==> src/rtl/mac8_seq_controller.sv <==
// Sequential 8x8 unsigned multiply-accumulate built around one shared 4x4 vedic multiplier.
// Each operation spends four cycles on partial products and one cycle on accumulation.

module vedic_2x2 (
  input  logic [1:0] a,
  input  logic [1:0] b,
  output logic [3:0] p
);
  logic t1, t2, c1, t3;

  assign t1   = a[1] & b[0];
  assign t2   = a[0] & b[1];
  assign t3   = a[1] & b[1];
  assign c1   = t1 & t2;
  assign p[0] = a[0] & b[0];
  assign p[1] = t1 ^ t2;
  assign p[2] = t3 ^ c1;
  assign p[3] = t3 & c1;
endmodule

module vedic_4bit_multiplier (
  input  logic [3:0] a,
  input  logic [3:0] b,
  output logic [7:0] p
);
  logic [3:0] q0, q1, q2, q3;

  vedic_2x2 u_q0 (.a(a[1:0]), .b(b[1:0]), .p(q0));
  vedic_2x2 u_q1 (.a(a[3:2]), .b(b[1:0]), .p(q1));
  vedic_2x2 u_q2 (.a(a[1:0]), .b(b[3:2]), .p(q2));
  vedic_2x2 u_q3 (.a(a[3:2]), .b(b[3:2]), .p(q3));

  // Cross terms share weight 4; the high product sits at weight 16.
  assign p = {4'b0, q0} + {2'b0, q1, 2'b0} + {2'b0, q2, 2'b0} + {q3, 4'b0};
endmodule

// state | meaning
// IDLE  | ready for an operand pair; out_valid marks the first IDLE cycle after ACC
// MUL   | four phases, one 4x4 partial product folded into psum per cycle
// ACC   | publish product, update acc and sticky carry flag
module mac8_seq_controller #(
  parameter int ACC_W = 20
) (
  input  logic             clk,
  input  logic             rst_n,
  input  logic             in_valid,
  output logic             in_ready,
  input  logic [7:0]       a,
  input  logic [7:0]       b,
  input  logic             in_clr,
  output logic             out_valid,
  output logic [15:0]      product,
  output logic [ACC_W-1:0] acc,
  output logic             acc_ovf
);
  typedef enum logic [1:0] {IDLE, MUL, ACC} state_t;

  state_t           state;
  logic [1:0]       phase;
  logic [7:0]       a_r, b_r;
  logic             clr_r;
  logic [15:0]      psum;
  logic [3:0]       mul_a, mul_b;
  logic [7:0]       pp;
  logic [15:0]      pp_shift;
  logic [15:0]      psum_next;
  logic [ACC_W-1:0] acc_base;
  logic [ACC_W:0]   acc_sum;

  vedic_4bit_multiplier u_mul (.a(mul_a), .b(mul_b), .p(pp));

  always_comb begin
    mul_a    = a_r[3:0];
    mul_b    = b_r[3:0];
    pp_shift = {8'b0, pp};
    case (phase)
      2'd0: begin mul_a = a_r[3:0]; mul_b = b_r[3:0]; pp_shift = {8'b0, pp};       end
      2'd1: begin mul_a = a_r[3:0]; mul_b = b_r[7:4]; pp_shift = {4'b0, pp, 4'b0}; end
      2'd2: begin mul_a = a_r[7:4]; mul_b = b_r[3:0]; pp_shift = {4'b0, pp, 4'b0}; end
      default: begin mul_a = a_r[7:4]; mul_b = b_r[7:4]; pp_shift = {pp, 8'b0};    end
    endcase
  end

  // Four partial products of 8-bit operands never exceed 0xFE01, so no carry is lost.
  assign psum_next = psum + pp_shift;
  assign acc_base  = clr_r ? '0 : acc;
  assign acc_sum   = {1'b0, acc_base} + {{(ACC_W-15){1'b0}}, psum};

  always_ff @(posedge clk or negedge rst_n) begin
    if (!rst_n) begin
      state     <= IDLE;
      phase     <= 2'd0;
      psum      <= 16'd0;
      a_r       <= 8'd0;
      b_r       <= 8'd0;
      clr_r     <= 1'b0;
      product   <= 16'd0;
      acc       <= '0;
      acc_ovf   <= 1'b0;
      out_valid <= 1'b0;
      in_ready  <= 1'b1;
    end else begin
      out_valid <= 1'b0;
      case (state)
        IDLE: begin
          if (in_valid) begin
            a_r      <= a;
            b_r      <= b;
            clr_r    <= in_clr;
            psum     <= 16'd0;
            phase    <= 2'd0;
            state    <= MUL;
            in_ready <= 1'b0;
          end
        end
        MUL: begin
          psum  <= psum_next;
          phase <= phase + 2'd1;
          if (phase == 2'd3) state <= ACC;
        end
        ACC: begin
          product   <= psum;
          acc       <= acc_sum[ACC_W-1:0];
          acc_ovf   <= clr_r ? acc_sum[ACC_W] : (acc_ovf | acc_sum[ACC_W]);
          out_valid <= 1'b1;
          state     <= IDLE;
          in_ready  <= 1'b1;
        end
        default: begin
          state    <= IDLE;
          in_ready <= 1'b1;
        end
      endcase
    end
  end
endmodule
==> config.mk <==
export PLATFORM = sky130hd
export DESIGN_NAME = mac8_seq_controller
export DESIGN_NICKNAME = d
export VERILOG_FILES = /design/src/rtl/mac8_seq_controller.sv
export SDC_FILE = /design/constraint.sdc
export NUM_CORES = 1
export LEC_CHECK = 0
export CAP_MARGIN = 40
export CORE_ASPECT_RATIO = 1.2
export CORE_MARGIN = 2
export CORE_UTILIZATION = 35
export DETAILED_ROUTE_END_ITERATION = 8
export MAX_ROUTING_LAYER = met4
export PLACE_DENSITY = 0.65
export SYNTH_ARGS = -nofsm -noshare
export SYNTH_HDL_FRONTEND = slang
export SYNTH_SLANG_ARGS = --single-unit
export TNS_END_PERCENT = 5
==> constraint.sdc <==
create_clock -name clk -period 8 [get_ports clk]
set_input_delay 0.8 -clock clk [delete_from_list [all_inputs] [get_ports clk]]
set_output_delay 0.8 -clock clk [all_outputs]
set_load 0.01 [all_outputs]
==> qor_table.md, run 1 <==
| Item | Value |
|---|---|
| Result of the run | completed |
| Final worst path period need | 6.47 ns |
| Post-synthesis async set-or-reset flop share | 1.00 |
| Worst reg2reg path startpoint | phase[0]$_DFFE_PN0P_ |
| Post-route worst hold slack | 0.407 ns |
| I/O Buffers | 58 |
| Antenna Diode Count | 0 |
| Via count of the first global-routing pass | 4,377 |
| Number of max-capacitance violations reported | 0 |
| Clock sink count | 76 |
| First-pass GRT wire length | 20,700 um |
| Root Buffer Master | sky130_fd_sc_hd__clkbuf_16 |
| Number of gates resized after CTS | 0 |
| Worst setup skew after layout | 0.0126 ns |
| Clk buf depth | 2 |
| Core box area | 0.0148 sq mm |
| Synthesis-stage register bit count | 76 |
| Nets in the synthesized netlist | 659 |
| Most frequently used flop master after synthesis | sky130_fd_sc_hd__dfrtp_1 |
| Clock-pin slew reported for the worst setup and hold paths after clock tree synthesis | 0.06 ns |
| Sequential area share after synthesis | 0.361 |
| Number of placed I/O pins | 59 |
| Unrepaired setup endpoints after global routing | no |
| Remaining design rule violation count | 0 |
| GRT Residual Overflow | 0 |
| Endpoint arrival time on the critical path | 6.74 ns |
| Number of vias per cell after detailed routing | 5.09 |
| Worst-path fanout max | 7 |
| Iteration count of the initial detailed-routing pass | 4 |
| Syn Area/Cell | 9.06 sq um |
| CTS tree | yes |
| Worst Setup Start Kind | flip-flop |
| Die extent in x | 116 um |
| Total number of vias | 4,307 |
| Detail-routed net length per standard cell | 14.5 um |
| Global placer's final weighted congestion | 0.886 |
| Leading cell types by total area after synthesis | sky130_fd_sc_hd__dfrtp_1 36%, sky130_fd_sc_hd__ha_1 12%, sky130_fd_sc_hd__nand2_1 7.3% |
| Worst slew margin relative to its limit | 0.489 |
| Kind of end point of the critical path | flip-flop |
| Height of the die | 138 um |
| Gr usage total | 0.166 |
| Most area-hungry cell type in the Yosys netlist | sky130_fd_sc_hd__dfrtp_1 |
| Type of the worst setup path | reg2reg |
| Maximum level of the CTS H-tree | 3 |
| Setup Buffers After CTS | 0 |
| Die area | 0.0161 sq mm |
| Remaining number of nets flagged by the antenna check after routing | 0 |
| Mapped cell area | 0.00527 sq mm |
| TritonCTS buffer count | 9 |
| Highest attainable clock frequency | 155 MHz |
| Clock insertion delay at the later pin of the skew report | 0.35 ns |
| Pin count of the biggest net entering global routing | 58 |
| Final Setup Violations | 0 |
| Dpl hpwl | 9620 um |
| Synthesized instance count | 582 |
| 1st-iter DRT viols | 218 |
| Worst setup path startpoint | phase[0]$_DFFE_PN0P_ |
| Final setup margin | 1.53 ns |
| Hold crit path type | in2async |
| Final number of max-transition violations | 0 |
| Wirelength, routed | 12,300 um |
| Post-CTS Hold Fix Bufs | 0 |
| Final Hold Violating Endpoints | 0 |
| DP Worst Slack | 1.56 ns |
| Sum Neg Setup Slack | 0 ns |
| Number of antenna violations at the first check in global routing | 0 |
| Fill cell instance count of the final layout | 1,471 |
| Top library cells by usage in the layout, fill and taps aside | 102 x sky130_fd_sc_hd__nand2_1, 75 x sky130_fd_sc_hd__dfrtp_1, 57 x sky130_fd_sc_hd__clkdlybuf4s50_1, 50 x sky130_fd_sc_hd__ha_1, 44 x sky130_fd_sc_hd__o21ai_0 |
| Synth unique cells | 65 |
| Number of synthesis warnings | 0 |
| Tightest Pin Transition | 0.763 ns |
| Part of the cycle the worst path needs | 0.809 |
| Starting density of the core | 0.355 |
| Top cell type's share of synthesized area | 0.356 |
| Row count | 49 |
| Leading cell type in the layout, fill and taps excluded | sky130_fd_sc_hd__nand2_1 |
| Fraction of layout cells with a size suffix above 1 | 0.0950 |
| Number of nets in the layout | 714 |
| Post-synth EDFFs | 0 |
| Crit path required time | 8.27 ns |
| Growth of design area from synthesis to finish | 21.4% |
per-stage QoR:
step / instance area [sq um] / utilization / std cells
4_1_cts: 6400 / 0.431 / 846
5_1_grt: 6400 / 0.431 / 846
2_1_floorplan: 5270 / - / 582
6_report: 6400 / 0.431 / 846
3_5_place_dp: 6100 / 0.411 / 830
3_3_place_gp: 6030 / 0.407 / 827
kinds of logic (layout without fill, tap and decap cells):
family | Yosys count | count (layout) | share of synthesized area
buf+inv | 46 | 106 | 0.0377
flops | 76 | 76 | 0.361
compound gates | 139 | 139 | 0.172
xor+xnor | 26 | 26 | 0.0432
fa+ha+maj | 57 | 57 | 0.145
simple gates | 211 | 211 | 0.185
mux | 27 | 27 | 0.0553
flip-flops by register name (all words and copies together) (netlist names), 2 cells and up:
signal   count
a_r          8
acc         20
b_r          8
phase        2
product     16
psum        16
state        2
routing by layer:
layer  up-vias  global-route usage  wire (um)
met5         -                   -          0
met4         0              0.0833        463
met3        28              0.0285        383
met2        84               0.283       6310
met1      2046               0.184       5100
li1       2149                   -          -
layout make-up:
cell class                      count  area (sq um)  area share
Clock buffer                       11           243      0.0379
Clock inverter                      5          60.1     0.00939
Sequential cell                    76          1900       0.297
Multi-Input combinational cell    460          3180       0.496
Timing Repair Buffer               64           663       0.104
Tap cell                          204           255      0.0399
Inverter                           26          97.6      0.0153
worst max-delay path: stages, from the launching register on:
cell	delay, ns
sky130_fd_sc_hd__dfrtp_1	0.41
sky130_fd_sc_hd__inv_1	0.09
sky130_fd_sc_hd__ha_1	0.28
sky130_fd_sc_hd__nor2_1	0.38
sky130_fd_sc_hd__mux2i_1	0.39
sky130_fd_sc_hd__nor2_1	0.09
sky130_fd_sc_hd__ha_1	0.21
sky130_fd_sc_hd__ha_1	0.28
sky130_fd_sc_hd__ha_1	0.16
sky130_fd_sc_hd__inv_1	0.06
sky130_fd_sc_hd__fa_1	0.39
sky130_fd_sc_hd__xor2_1	0.20
sky130_fd_sc_hd__fa_1	0.54
sky130_fd_sc_hd__inv_1	0.07
sky130_fd_sc_hd__fa_1	0.46
sky130_fd_sc_hd__a21o_1	0.19
sky130_fd_sc_hd__a21oi_1	0.17
sky130_fd_sc_hd__xor2_1	0.12
sky130_fd_sc_hd__a22oi_1	0.18
sky130_fd_sc_hd__nor2_1	0.07
sky130_fd_sc_hd__ha_1	0.41
sky130_fd_sc_hd__nand4_2	0.16
sky130_fd_sc_hd__or3_4	0.36
sky130_fd_sc_hd__a31oi_4	0.17
sky130_fd_sc_hd__o31ai_2	0.09
sky130_fd_sc_hd__nand3_1	0.08
sky130_fd_sc_hd__nor3b_2	0.18
sky130_fd_sc_hd__mux2i_1	0.19
final timing paths:
check | cells after the start | slack [ns] | to
worst max-delay path | 27 | 1.53 | psum[15]$_DFFE_PN0P_
worst min-delay path | 1 | 0.41 | a_r[7]$_DFFE_PN0P_
worst max register to register | 27 | 1.53 | psum[15]$_DFFE_PN0P_
min in group clk | 2 | 0.47 | product[7]$_DFFE_PN0P_
max in group asynchronous | 2 | 6.94 | in_ready$_DFFE_PN1P_
worst min register to register | 2 | 0.47 | product[7]$_DFFE_PN0P_
cell usage after synthesis, types with 2 or more instances:
cell type                  number
sky130_fd_sc_hd__o21ai_1        2
sky130_fd_sc_hd__a31oi_1        2
sky130_fd_sc_hd__a211o_1        2
sky130_fd_sc_hd__xnor2_1       11
sky130_fd_sc_hd__a22oi_1        4
sky130_fd_sc_hd__a221oi_1       3
sky130_fd_sc_hd__fa_1           7
sky130_fd_sc_hd__mux2i_1       10
sky130_fd_sc_hd__inv_1         25
sky130_fd_sc_hd__mux2_2        17
sky130_fd_sc_hd__clkbuf_1      16
sky130_fd_sc_hd__o31ai_1        3
sky130_fd_sc_hd__o21a_1         3
sky130_fd_sc_hd__nor2_1        41
sky130_fd_sc_hd__a21o_1         8
sky130_fd_sc_hd__and2_1         7
sky130_fd_sc_hd__o22ai_1        5
sky130_fd_sc_hd__ha_1          50
sky130_fd_sc_hd__or2_2          3
sky130_fd_sc_hd__a211oi_1       6
sky130_fd_sc_hd__nor3_1         7
sky130_fd_sc_hd__a21oi_1       30
sky130_fd_sc_hd__a221o_1        2
sky130_fd_sc_hd__o21bai_1       7
sky130_fd_sc_hd__a21oi_2        2
sky130_fd_sc_hd__o21ai_0       44
sky130_fd_sc_hd__nand3_1        7
sky130_fd_sc_hd__nand2_1      102
sky130_fd_sc_hd__dfrtp_1       75
sky130_fd_sc_hd__nand4_1        3
sky130_fd_sc_hd__and3_1         2
sky130_fd_sc_hd__nor3b_1        5
sky130_fd_sc_hd__nor2b_1       20
sky130_fd_sc_hd__nand2b_1       5
sky130_fd_sc_hd__o21ai_2        2
sky130_fd_sc_hd__xor2_1        15
Power of run 1 is not shown: default switching activity piles up to over one toggle a cycle in this logic, so the estimate is an artifact.
==> inputs of run 2 (changes only) <==
PLACE_DENSITY = 0.67   (was 0.65)
clock period = 5.3 ns   (was 8 ns; I/O delays follow)
==> run 2 against run 1 <==
  * The flow now finishes with violations (negative setup slack)
  * Utilization rose by 3.8 points
  * First-iteration DRC count rose by 3.7%
  * Non-clock buffer count rose by 48
  * Critical path depth did not move
  * Fmax rose by 17%
  * Worst setup slack got worse by 1.7 ns
  * Critical endpoint unchanged
  * Wire length rose by 7.0%
  * Via count rose by 4.5%
  * Global-route usage rose by 0.91 points
  * Count of clock-buffer cells in the layout rose by 1
==> qor_table.md, run 2 (synthesis gave the netlist of run 1 again) <==
| Item | Value |
|---|---|
| Remaining number of nets flagged by the antenna check after routing | 0 |
| Utilization of the core after routing | 0.470 |
| Dpl hpwl | 9950 um |
| Highest attainable clock frequency | 182 MHz |
| Via count of the first global-routing pass | 4,665 |
| Die area | 0.0161 sq mm |
| Row count | 49 |
| Violated checks | negative setup slack |
| Clock sink count | 76 |
| Multi-input logic area | 0.00339 sq mm |
| Number of max-capacitance violations reported | 0 |
| GRT Residual Overflow | 0 |
| Number of antenna violations at the first check in global routing | 0 |
| Capturing point of the worst reg2reg path | psum[15]$_DFFE_PN0P_ |
| Global placer's final weighted congestion | 0.876 |
| Sum Neg Setup Slack | -0.752 ns |
| 1st-iter DRT viols | 226 |
| Core box area | 0.0148 sq mm |
| Detail-routed net length per standard cell | 14.7 um |
| Final worst path period need | 5.51 ns |
| Number of nets in the layout | 762 |
| First-pass GRT wire length | 21,800 um |
| Die extent in x | 116 um |
| Final setup margin | -0.209 ns |
| Post-CTS Hold Fix Bufs | 0 |
| Worst-path fanout max | 4 |
| Top library cells by usage in the layout, fill and taps aside | 102 x sky130_fd_sc_hd__nand2_1, 75 x sky130_fd_sc_hd__dfrtp_1, 57 x sky130_fd_sc_hd__clkdlybuf4s50_1, 52 x sky130_fd_sc_hd__buf_4, 41 x sky130_fd_sc_hd__ha_1 |
| Register Area | 0.00190 sq mm |
| Most flop-heavy register | acc |
| Flip-flop count of the largest register after layout | 20 |
| I/O Buffers | 58 |
| Reg-to-reg slack, setup | -0.21 ns |
| Kind of end point of the critical path | flip-flop |
| Clock insertion delay at the later pin of the skew report | 0.35 ns |
| Height of the die | 138 um |
| Unrepaired setup endpoints after global routing | yes |
| Grt met3 use | 0.0377 |
| Pin count of the biggest net entering global routing | 67 |
| Fill cell instance count of the final layout | 1,450 |
| Worst Setup Start Kind | flip-flop |
| Leading cell type in the layout, fill and taps excluded | sky130_fd_sc_hd__nand2_1 |
| Worst Reg2Reg Path Length in Cells | 27 |
| Final number of max-transition violations | 0 |
| Part of the cycle the worst path needs | 1.04 |
| TritonCTS buffer count | 9 |
| Tightest Pin Transition | 0.814 ns |
| Clk buf depth | 2 |
| Result of the run | finished, violations left |
| Number of placed I/O pins | 59 |
| Met1 Usage GRT | 0.187 |
| Maximum level of the CTS H-tree | 3 |
| Fraction of layout cells with a size suffix above 1 | 0.203 |
| Antenna Diode Count | 0 |
| Final Hold Violating Endpoints | 0 |
| Total number of vias | 4,500 |
| Growth of design area from synthesis to finish | 32.2% |
| Worst slew margin relative to its limit | 0.456 |
| Worst setup skew after layout | 0.0114 ns |
| Busiest layer in global routing | met2 |
| Number of vias per cell after detailed routing | 5.03 |
| Endpoint arrival time on the critical path | 5.77 ns |
| Worst reg2reg path startpoint | phase[0]$_DFFE_PN0P_ |
| Placement Cell Area | 0.00649 sq mm |
| Iteration count of the initial detailed-routing pass | 4 |
| Remaining design rule violation count | 0 |
| Largest registers | acc x20, product x16, psum x16 |
| Type of the worst setup path | reg2reg |
| Wirelength, routed | 13,100 um |
| Root Buffer Master | sky130_fd_sc_hd__clkbuf_16 |
| Slowest cell delay on critical path | 0.49 ns |
| CTS tree | yes |
| Gr usage total | 0.175 |
| Met2 track utilization from global routing | 0.310 |
| Final Setup Violations | 5 |
| Crit path required time | 5.56 ns |
| Hold crit path type | in2async |
| Starting density of the core | 0.355 |
| Cell at the slowest stage of the critical path | sky130_fd_sc_hd__fa_1 |
| Clock-pin slew reported for the worst setup and hold paths after clock tree synthesis | 0.06 ns |
| Design Area, Final | 0.00697 sq mm |
[run 2: per-stage QoR]
| stage | setup slack (ns) | hold slack (ns) | cells |
|---|---|---|---|
| 2_1_floorplan | -0.155 | 0.234 | 582 |
| 3_3_place_gp | -0.131 | 0.463 | 866 |
| 3_5_place_dp | -0.318 | 0.381 | 868 |
| 4_1_cts | -0.219 | 0.0101 | 893 |
| 5_1_grt | -0.503 | 0.0170 | 894 |
| 6_report | -0.209 | 0.0147 | 894 |
[run 2: layout make-up]
cell class / instances / area share
flip-flops and latches: 76 / 0.273
clock buffers: 12 / 0.0354
repair buffers: 112 / 0.147
well taps: 204 / 0.0366
clock inverters: 4 / 0.00736
multi-input cells: 460 / 0.486
inverters: 26 / 0.0140
[run 2: what timing repair did]
action / CTS / global route
setup endpoints to repair: 5 / 10
pin swaps: 17 / 8
resized for setup: 11 / 11
buffers inserted: 9 / 1
[run 2: worst max-delay path by stage]
stage / to / slack (ns) / depth (start not counted) / start
2_1_floorplan: psum[15]$_DFFE_PN0P_ / -0.16 / 27 / phase[0]$_DFFE_PN0P_
3_3_place_gp: psum[15]$_DFFE_PN0P_ / -0.13 / 27 / phase[1]$_DFFE_PN0P_
3_5_place_dp: psum[15]$_DFFE_PN0P_ / -0.32 / 27 / phase[0]$_DFFE_PN0P_
4_1_cts: psum[15]$_DFFE_PN0P_ / -0.22 / 27 / phase[1]$_DFFE_PN0P_
5_1_grt: psum[15]$_DFFE_PN0P_ / -0.50 / 27 / phase[1]$_DFFE_PN0P_
6_report: psum[15]$_DFFE_PN0P_ / -0.21 / 27 / phase[0]$_DFFE_PN0P_
[run 2: routing by layer]
layer / vias up / share of wire
li1: 2242 / -
met3: 32 / 0.037
met1: 2123 / 0.40
met2: 103 / 0.53
met4: 0 / 0.031
met5: - / 0
[run 2: worst max-delay path, delay by kind of cell (launching register included)]
kind | cells | cell delay (ns)
adders and majority gates | 8 | 2.20
AOI/OAI and AO/OA | 7 | 1.05
and+or+nand+nor | 4 | 0.54
muxes | 2 | 0.48
DFF | 1 | 0.41
buffers and inverters | 4 | 0.38
xor gates and xnor gates | 2 | 0.36
Power of run 2 is left out for the same reason.
==> RTL change (config.mk and constraints of run 2) <==
Register the output `acc_ovf` once more, cleared by the reset; this adds one clock of latency there. The other outputs are not delayed to match.
--- a/src/rtl/mac8_seq_controller.sv
+++ b/src/rtl/mac8_seq_controller.sv
@@ -57,2 +57,4 @@
 
+  logic acc_ovf_s0;
+
   state_t           state;
@@ -98,3 +100,3 @@
       acc       <= '0;
-      acc_ovf   <= 1'b0;
+      acc_ovf_s0 <= 1'b0;
       out_valid <= 1'b0;
@@ -123,3 +125,3 @@
           acc       <= acc_sum[ACC_W-1:0];
-          acc_ovf   <= clr_r ? acc_sum[ACC_W] : (acc_ovf | acc_sum[ACC_W]);
+          acc_ovf_s0 <= clr_r ? acc_sum[ACC_W] : (acc_ovf_s0 | acc_sum[ACC_W]);
           out_valid <= 1'b1;
@@ -135,2 +137,10 @@
   end
+  always_ff @(posedge clk or negedge rst_n) begin
+    if (!rst_n) begin
+      acc_ovf <= '0;
+    end else begin
+      acc_ovf <= acc_ovf_s0;
+    end
+  end
+
 endmodule
Formal check against the unedited RTL: no difference found for any inputs over 4 cycles, from zero or initial values and one cycle with rst_n low; that may be too few to reach the edited logic, so the function may still have changed.
==> RTL change against run 2 <==
The run still ends with negative setup slack left; synthesized area is 0.47% higher; global-route usage is 0.52 points lower; count of clock-buffer cells in the layout is 1 lower; via count is 0.31% lower; final area is 0.48% lower; worst setup slack worse by 0.021 ns; clock skew is 0.0040 ns lower; wire length is 1.8% lower; sequential cell count is 1 higher; critical path type unchanged.
Power is left out: the tool's default activity adds up to more than one toggle a clock period on the data nets, which glitch-free logic cannot reach.
==> RTL change: results (changes against run 2) <==
[outcome]
outcome=finished, violations left
violations=negative setup slack

[routing]
drt_wl_total_mm=12.9  ; -1.8%
post_drt_via_cell_ratio=5.06  ; +0.59%
drtIter0Drc=182  ; -19%

[global_routing]
grt.total_usage=0.170  ; -0.00516
grt_pass1_vias=4492  ; -3.7%
grt_max_degree=68  ; +1.5%
grt_pass1_wl_mm=21.3  ; -2.6%
met2_usage=0.296  ; -0.0147

[yosys]
synth_compound_area_frac=0.172  ; -0.000814
synthTopCellsByCount=nand2_1, dfrtp_1, ha_1
yosys.area_share.xor_xnor=0.0430  ; -0.000204
ys_top_cells_by_area=dfrtp_1, ha_1, nand2_1
synthMuxAreaShare=0.0550  ; -0.000261
synthAdderAreaFrac=0.145  ; -0.000686
syn_nets=660  ; +0.15%

[layout]
nets=754  ; -1.0%

[place]
hpwl_mm=9.91  ; -0.41%
gp_congestion=0.935  ; +6.7%

[critical_path]
startpoint=phase[1]$_DFFE_PN0P_

[sta]
min_period_ns=5.53  ; +0.0211 ns
fin_hold_ws_ns=0.0366  ; +0.0219 ns
setup_viol=5  ; unchanged
timing.final.ws_setup_ns=-0.230  ; -0.0211 ns

-- RTL change: cell types whose count changed in the layout (fill, tap and decap cells not counted), sizes merged --
| cell | run 2 | this run |
|---|---|---|
| clkinv | 3 | 4 |
| buf | 55 | 46 |
| clkbuf | 12 | 11 |
| dfrtp | 75 | 76 |
-- RTL change: per-stage QoR --
| step | util | setup slack [ns] | setup TNS (ns) | cells | cell area (µm²) |
|---|---|---|---|---|---|
| floorplan | - | -0.155 | -0.261 | 583 | 5410 |
| global placement | 0.432 | -0.109 | -0.229 | 863 | 6430 |
| detailed placement | 0.436 | -0.342 | -1.43 | 865 | 6490 |
| CTS | 0.459 | -0.245 | -0.880 | 882 | 6840 |
| global route | 0.465 | -0.618 | -2.78 | 886 | 6930 |
| finish | 0.465 | -0.230 | -0.686 | 886 | 6930 |
-- RTL change: layer usage --
metal,share of wire,up-vias
met2,0.53,91
met5,0,-
met1,0.41,2145
met3,0.037,24
met4,0.025,0
li1,-,2226
-- RTL change: area by class of cell --
type / instances / area (µm²)
Clock inverter: 5 / 60.1
Sequential cell: 77 / 1930
Tap cell: 204 / 255
Inverter: 26 / 97.6
Clock buffer: 11 / 243
Timing Repair Buffer: 103 / 960
Fill cell: 1409 / 7970
Multi-Input combinational cell: 460 / 3390
-- RTL change: what timing repair did --
action | 4_1_cts | 5_1_grt
setup buffers | 1 | 4
resized for setup | 10 | 11
setup endpoints to repair | 7 | 10
pin swaps | 14 | 16
-- RTL change: cell families (layout without fill, tap and decap cells) --
family	Yosys count	count (layout)
fa+ha+maj	57	57
xor+xnor	26	26
simple gates	211	211
mux	27	27
buf+inv	46	145
compound gates	139	139
flops	77	77
